File: src/rtl/mean_square_pkg.sv
// Shared definitions for the mean-square accumulator.
// Holds the FSM state type and the default sample width and window size.
package mean_square_pkg;

    localparam int DEFAULT_DATA_W = 16;
    localparam int DEFAULT_LOG2_N = 4;

    typedef enum logic {
        ACCUM = 1'b0,
        HOLD  = 1'b1
    } ms_state_e;

endpackage

File: src/rtl/sq_unit.sv
// Combinational signed square.
//   a_i  : signed DATA_W-bit sample
//   sq_o : unsigned 2*DATA_W-bit square (exact, including the most negative value)
module sq_unit #(
    parameter int DATA_W = mean_square_pkg::DEFAULT_DATA_W
) (
    input  logic signed [DATA_W-1:0]   a_i,
    output logic        [2*DATA_W-1:0] sq_o
);

    logic signed [2*DATA_W-1:0] a_ext;
    logic signed [2*DATA_W-1:0] prod;

    // The largest square is 2**(2*DATA_W-2), so a 2*DATA_W product never wraps
    // and its sign bit is always zero.
    assign a_ext = a_i;
    assign prod  = a_ext * a_ext;
    assign sq_o  = $unsigned(prod);

endmodule

File: src/rtl/mean_square_accum.sv
// Mean square over a window of 2**LOG2_N samples.
//   clk, rst             : clock, asynchronous active-high reset
//   in_valid / in_ready  : sample handshake, in_data is signed
//   out_valid / out_ready: result handshake, out_data = sum(x^2) >> LOG2_N
// Accepts N samples in ACCUM, then holds the result in HOLD until consumed.
module mean_square_accum
    import mean_square_pkg::*;
#(
    parameter int DATA_W = DEFAULT_DATA_W,
    parameter int LOG2_N = DEFAULT_LOG2_N
) (
    input  logic                       clk,
    input  logic                       rst,
    input  logic                       in_valid,
    output logic                       in_ready,
    input  logic signed [DATA_W-1:0]   in_data,
    output logic                       out_valid,
    input  logic                       out_ready,
    output logic        [2*DATA_W-1:0] out_data
);

    localparam int ACC_W = 2*DATA_W + LOG2_N;

    ms_state_e           state_q, state_d;
    logic [ACC_W-1:0]    acc_q, acc_d;
    logic [LOG2_N-1:0]   cnt_q, cnt_d;
    logic [2*DATA_W-1:0] out_data_q, out_data_d;

    logic [2*DATA_W-1:0] square;
    logic [ACC_W-1:0]    sum;

    sq_unit #(.DATA_W(DATA_W)) u_sq (
        .a_i  (in_data),
        .sq_o (square)
    );

    assign sum       = acc_q + {{LOG2_N{1'b0}}, square};
    assign in_ready  = (state_q == ACCUM);
    assign out_valid = (state_q == HOLD);
    assign out_data  = out_data_q;

    always_comb begin
        state_d    = state_q;
        acc_d      = acc_q;
        cnt_d      = cnt_q;
        out_data_d = out_data_q;
        unique case (state_q)
            ACCUM: begin
                if (in_valid) begin
                    acc_d = sum;
                    // cnt all-ones marks the last sample of the window; the
                    // counter is cleared only when the result is consumed.
                    if (&cnt_q) begin
                        out_data_d = sum[LOG2_N +: 2*DATA_W];
                        state_d    = HOLD;
                    end else begin
                        cnt_d = cnt_q + 1'b1;
                    end
                end
            end
            HOLD: begin
                if (out_ready) begin
                    acc_d   = '0;
                    cnt_d   = '0;
                    state_d = ACCUM;
                end
            end
            default: state_d = ACCUM;
        endcase
    end

    always_ff @(posedge clk or posedge rst) begin
        if (rst) begin
            state_q    <= ACCUM;
            acc_q      <= '0;
            cnt_q      <= '0;
            out_data_q <= '0;
        end else begin
            state_q    <= state_d;
            acc_q      <= acc_d;
            cnt_q      <= cnt_d;
            out_data_q <= out_data_d;
        end
    end

endmodule

File: config.mk
export PLATFORM = sky130hd
export DESIGN_NAME = mean_square_accum
export DESIGN_NICKNAME = d
export VERILOG_FILES = /design/src/rtl/mean_square_pkg.sv /design/src/rtl/sq_unit.sv /design/src/rtl/mean_square_accum.sv
export SDC_FILE = /design/constraint.sdc
export NUM_CORES = 1
export LEC_CHECK = 0
export CORE_MARGIN = 8
export CORE_UTILIZATION = 58
export CTS_CLUSTER_SIZE = 24
export DETAILED_ROUTE_END_ITERATION = 8
export PLACE_DENSITY_LB_ADDON = 0.1
export SLEW_MARGIN = 20
export SYNTH_ARGS = -nofsm -noshare
export SYNTH_HDL_FRONTEND = slang
export SYNTH_SLANG_ARGS = --single-unit
File: constraint.sdc
create_clock -name clk -period 2.5 [get_ports clk]
set_input_delay 0.25 -clock clk [delete_from_list [all_inputs] [get_ports clk]]
set_output_delay 0.25 -clock clk [all_outputs]
set_load 0.05 [all_outputs]
==> flow_summary.yaml <==
sta:
  hold_viol_final: 0
  finalSetupViolations: 64
  slew_violations: 0
  tightestPinTransition_ns: 0.704
  tns_ns: -251.38
  rsz0062_at_grt: "true"
  fmax_mhz: 131
  layout_min_cycle_time_ns: 7.64
  finalClockSkew_ns: 0.0107
  timing.final.crit_share_pct: 306
  slew_headroom_pct: 53.0
  fin_ws_ns: -5.14
cts:
  clk_latency_ns: 0.34
  root_buffer: "clkbuf_16"
  cts_buffers: 9
  cts_sinks: 73
  cts.path.max_buffers: 2
  path_clk_slew_ns: 0.06
  cts_tree: "done"
  h-tree-depth: 3
drt:
  wl_per_cell_um: 18.8
  finalWirelength_um: 39600
  wl_met1_um: 15400
  drc: 0
  viasPerCell: 5.55
  wl_met2_um: 20400
  vias: 11722
  wl_met3_um: 2190
  highest_layer: "met4"
  ant_nets: 0
  dr.pass1.iters: 6
  drt-initial-drc-count: 658
synth:
  synth_nets: 1822
  yosysMostFrequentCell: "inv_1"
  synthFlopType: "dfrtp_1"
  synth_top_cell_by_area: "fa_1"
  ys_seq_area_share_pct: 13.7
  synth_area_leaders: "fa_1, dfrtp_1, ha_1, inv_1, nand2_1"
  avgSynthCellArea_um2: 9.28
  synth_common_cells: "inv_1, fa_1, nand2_1, ha_1, dfrtp_1"
  synth_top_area_share_pct: 35.5
  synth-edff-count: 0
  synth_area_mm2: 0.0134
  ys_types: 67
  async_flop_share_pct: 100
  ys_ff_latch: 73
  synth_cells: 1441
  ys_warn_count: 0
die:
  core_mm2: 0.0226
  ioPinCount: 54
  die_w_um: 168
  die_area_mm2: 0.0282
  initial_core_util_pct: 59.0
  row_count: 55
  die_y_um: 168
critical_path:
  crit_path_end_kind: "register"
  slowest_stage: "fa_1"
  worst_setup_path_start_kind: "input port"
  cp.arrival_ns: 7.84
  required_ns: 2.70
  crit_top_cell: "fa_1"
  cp_max_fo: 7
  max_stage_delay_ns: 0.56
  critPathKind: "input port to register"
hold_path:
  hold_class: "input port to async pin"
layout:
  areaGrowthSynthToFinish_pct: 40.8
  fillers: 1289
  final_nets: 2204
  drive_above_1_share_pct: 34.6
  diodes: 0
outcome:
  violations: "setup timing"
  outcome: "finished, violations left"
global_routing:
  antenna_found_initial: 0
  grt_pass1_vias: 12740
  track_usage_pct: 27.1
  grt_max_degree: 41
  grt_pass1_wl_um: 62300
  overflow: 0
placement:
  pre_cts_slack_ns: -5.75
  portBuffers: 53
  place_hpwl_um: 28800
  gp_congestion: 0.921
job:
  cap_violations: 0
[worst max-delay path, delay by kind of cell]
family | cells | cell delay (ns)
adder cells (fa/ha/maj) | 8 | 3.58
buffers and inverters | 9 | 0.92
XOR/XNOR | 2 | 0.32
AO/OA/AOI/OAI | 12 | 2.38
AND/OR/NAND/NOR | 3 | 0.38
[registers in the layout (all words and copies together), names as in the netlist]
name / count
acc_q: 36
cnt_q: 4
out_data: 32
out_valid: 1
[layer usage]
metal | track usage [%] | vias to the layer above
met1 | 34.3 | 5933
met2 | 48.3 | 406
li1 | - | 5254
met5 | 0 | -
met4 | 7.07 | 0
met3 | 3.39 | 129
[through the flow]
stage / area (µm²) / cells / util, % / hold slack [ns]
after detailed placement: 16700 / 2049 / 73.9 / 0.462
final: 18800 / 2113 / 83.1 / 0.323
after global placement: 16700 / 2049 / 73.9 / 0.461
after floorplan: 13700 / 1441 / - / 0.346
after global routing: 18800 / 2113 / 83.1 / 0.376
after CTS: 18300 / 2092 / 80.7 / 0.339
[path summary, 6_finish.rpt]
| check | startpoint | to | slack (ns) | cells after the start |
|---|---|---|---|---|
| setup / recovery | in_data[6] | out_data[28]$_DFFE_PP0P_ | -5.14 | 34 |
| hold / removal | rst | cnt_q[0]$_DFFE_PP0P_ | 0.32 | 3 |
| setup reg to reg | acc_q[2]$_DFFE_PP0P_ | out_data[19]$_DFFE_PP0P_ | -0.63 | 10 |
| hold reg to reg | out_data[10]$_DFFE_PP0P_ | out_data[10]$_DFFE_PP0P_ | 0.48 | 2 |
| max in group asynchronous | rst | acc_q[31]$_DFFE_PP0P_ | 1.77 | 3 |
| min in group clk | out_data[10]$_DFFE_PP0P_ | out_data[10]$_DFFE_PP0P_ | 0.48 | 2 |
[cells by family after synthesis]
family,count (synthesis),share of synthesized area (%)
mux,8,0.674
flops,73,13.7
fa+ha+maj,361,47.1
xor+xnor,76,5.04
simple gates,350,12.0
compound gates,210,11.3
buf+inv,363,10.2
[cell type report]
| class | count | area (µm²) | share of cell area (%) |
|---|---|---|---|
| Clock buffer | 11 | 243 | 1.29 |
| Clock inverter | 5 | 40.0 | 0.213 |
| Inverter | 328 | 1240 | 6.60 |
| Multi-Input combinational cell | 1005 | 11700 | 62.1 |
| Sequential cell | 73 | 1830 | 9.71 |
| Tap cell | 285 | 357 | 1.89 |
| Timing Repair Buffer | 406 | 3420 | 18.2 |
[layout by cell type (no fill, tap or decap), types with 8 or more instances in the layout]
cell / n
a21oi_2: 16
nand2_1: 153
nand2b_1: 9
xor2_1: 12
dfrtp_1: 73
and2_4: 12
buf_4: 301
nand3_1: 14
nand2_2: 17
xnor2_2: 18
inv_2: 29
xnor2_1: 28
a21oi_1: 27
inv_1: 294
fa_1: 232
nor3_1: 8
clkbuf_16: 9
o21ai_1: 13
clkdlybuf4s50_1: 37
a21oi_4: 9
a22o_1: 27
and2_1: 21
ha_1: 86
a21o_1: 22
nor2_1: 51
xnor2_4: 10
ha_4: 35
o21ai_2: 8
o21a_1: 13
nor2_2: 10
o21ai_0: 17
buf_6: 56
[what timing repair did]
item / 4_1_cts / 5_1_grt
resized for setup: 291 / 90
hold buffers: 0 / 0
buffers inserted: 33 / 31
endpoints found under the setup margin: 64 / 64
pin swaps: 127 / 83
Power is not shown: default switching activity piles up to over one toggle a cycle in this logic, so the estimate is an artifact.
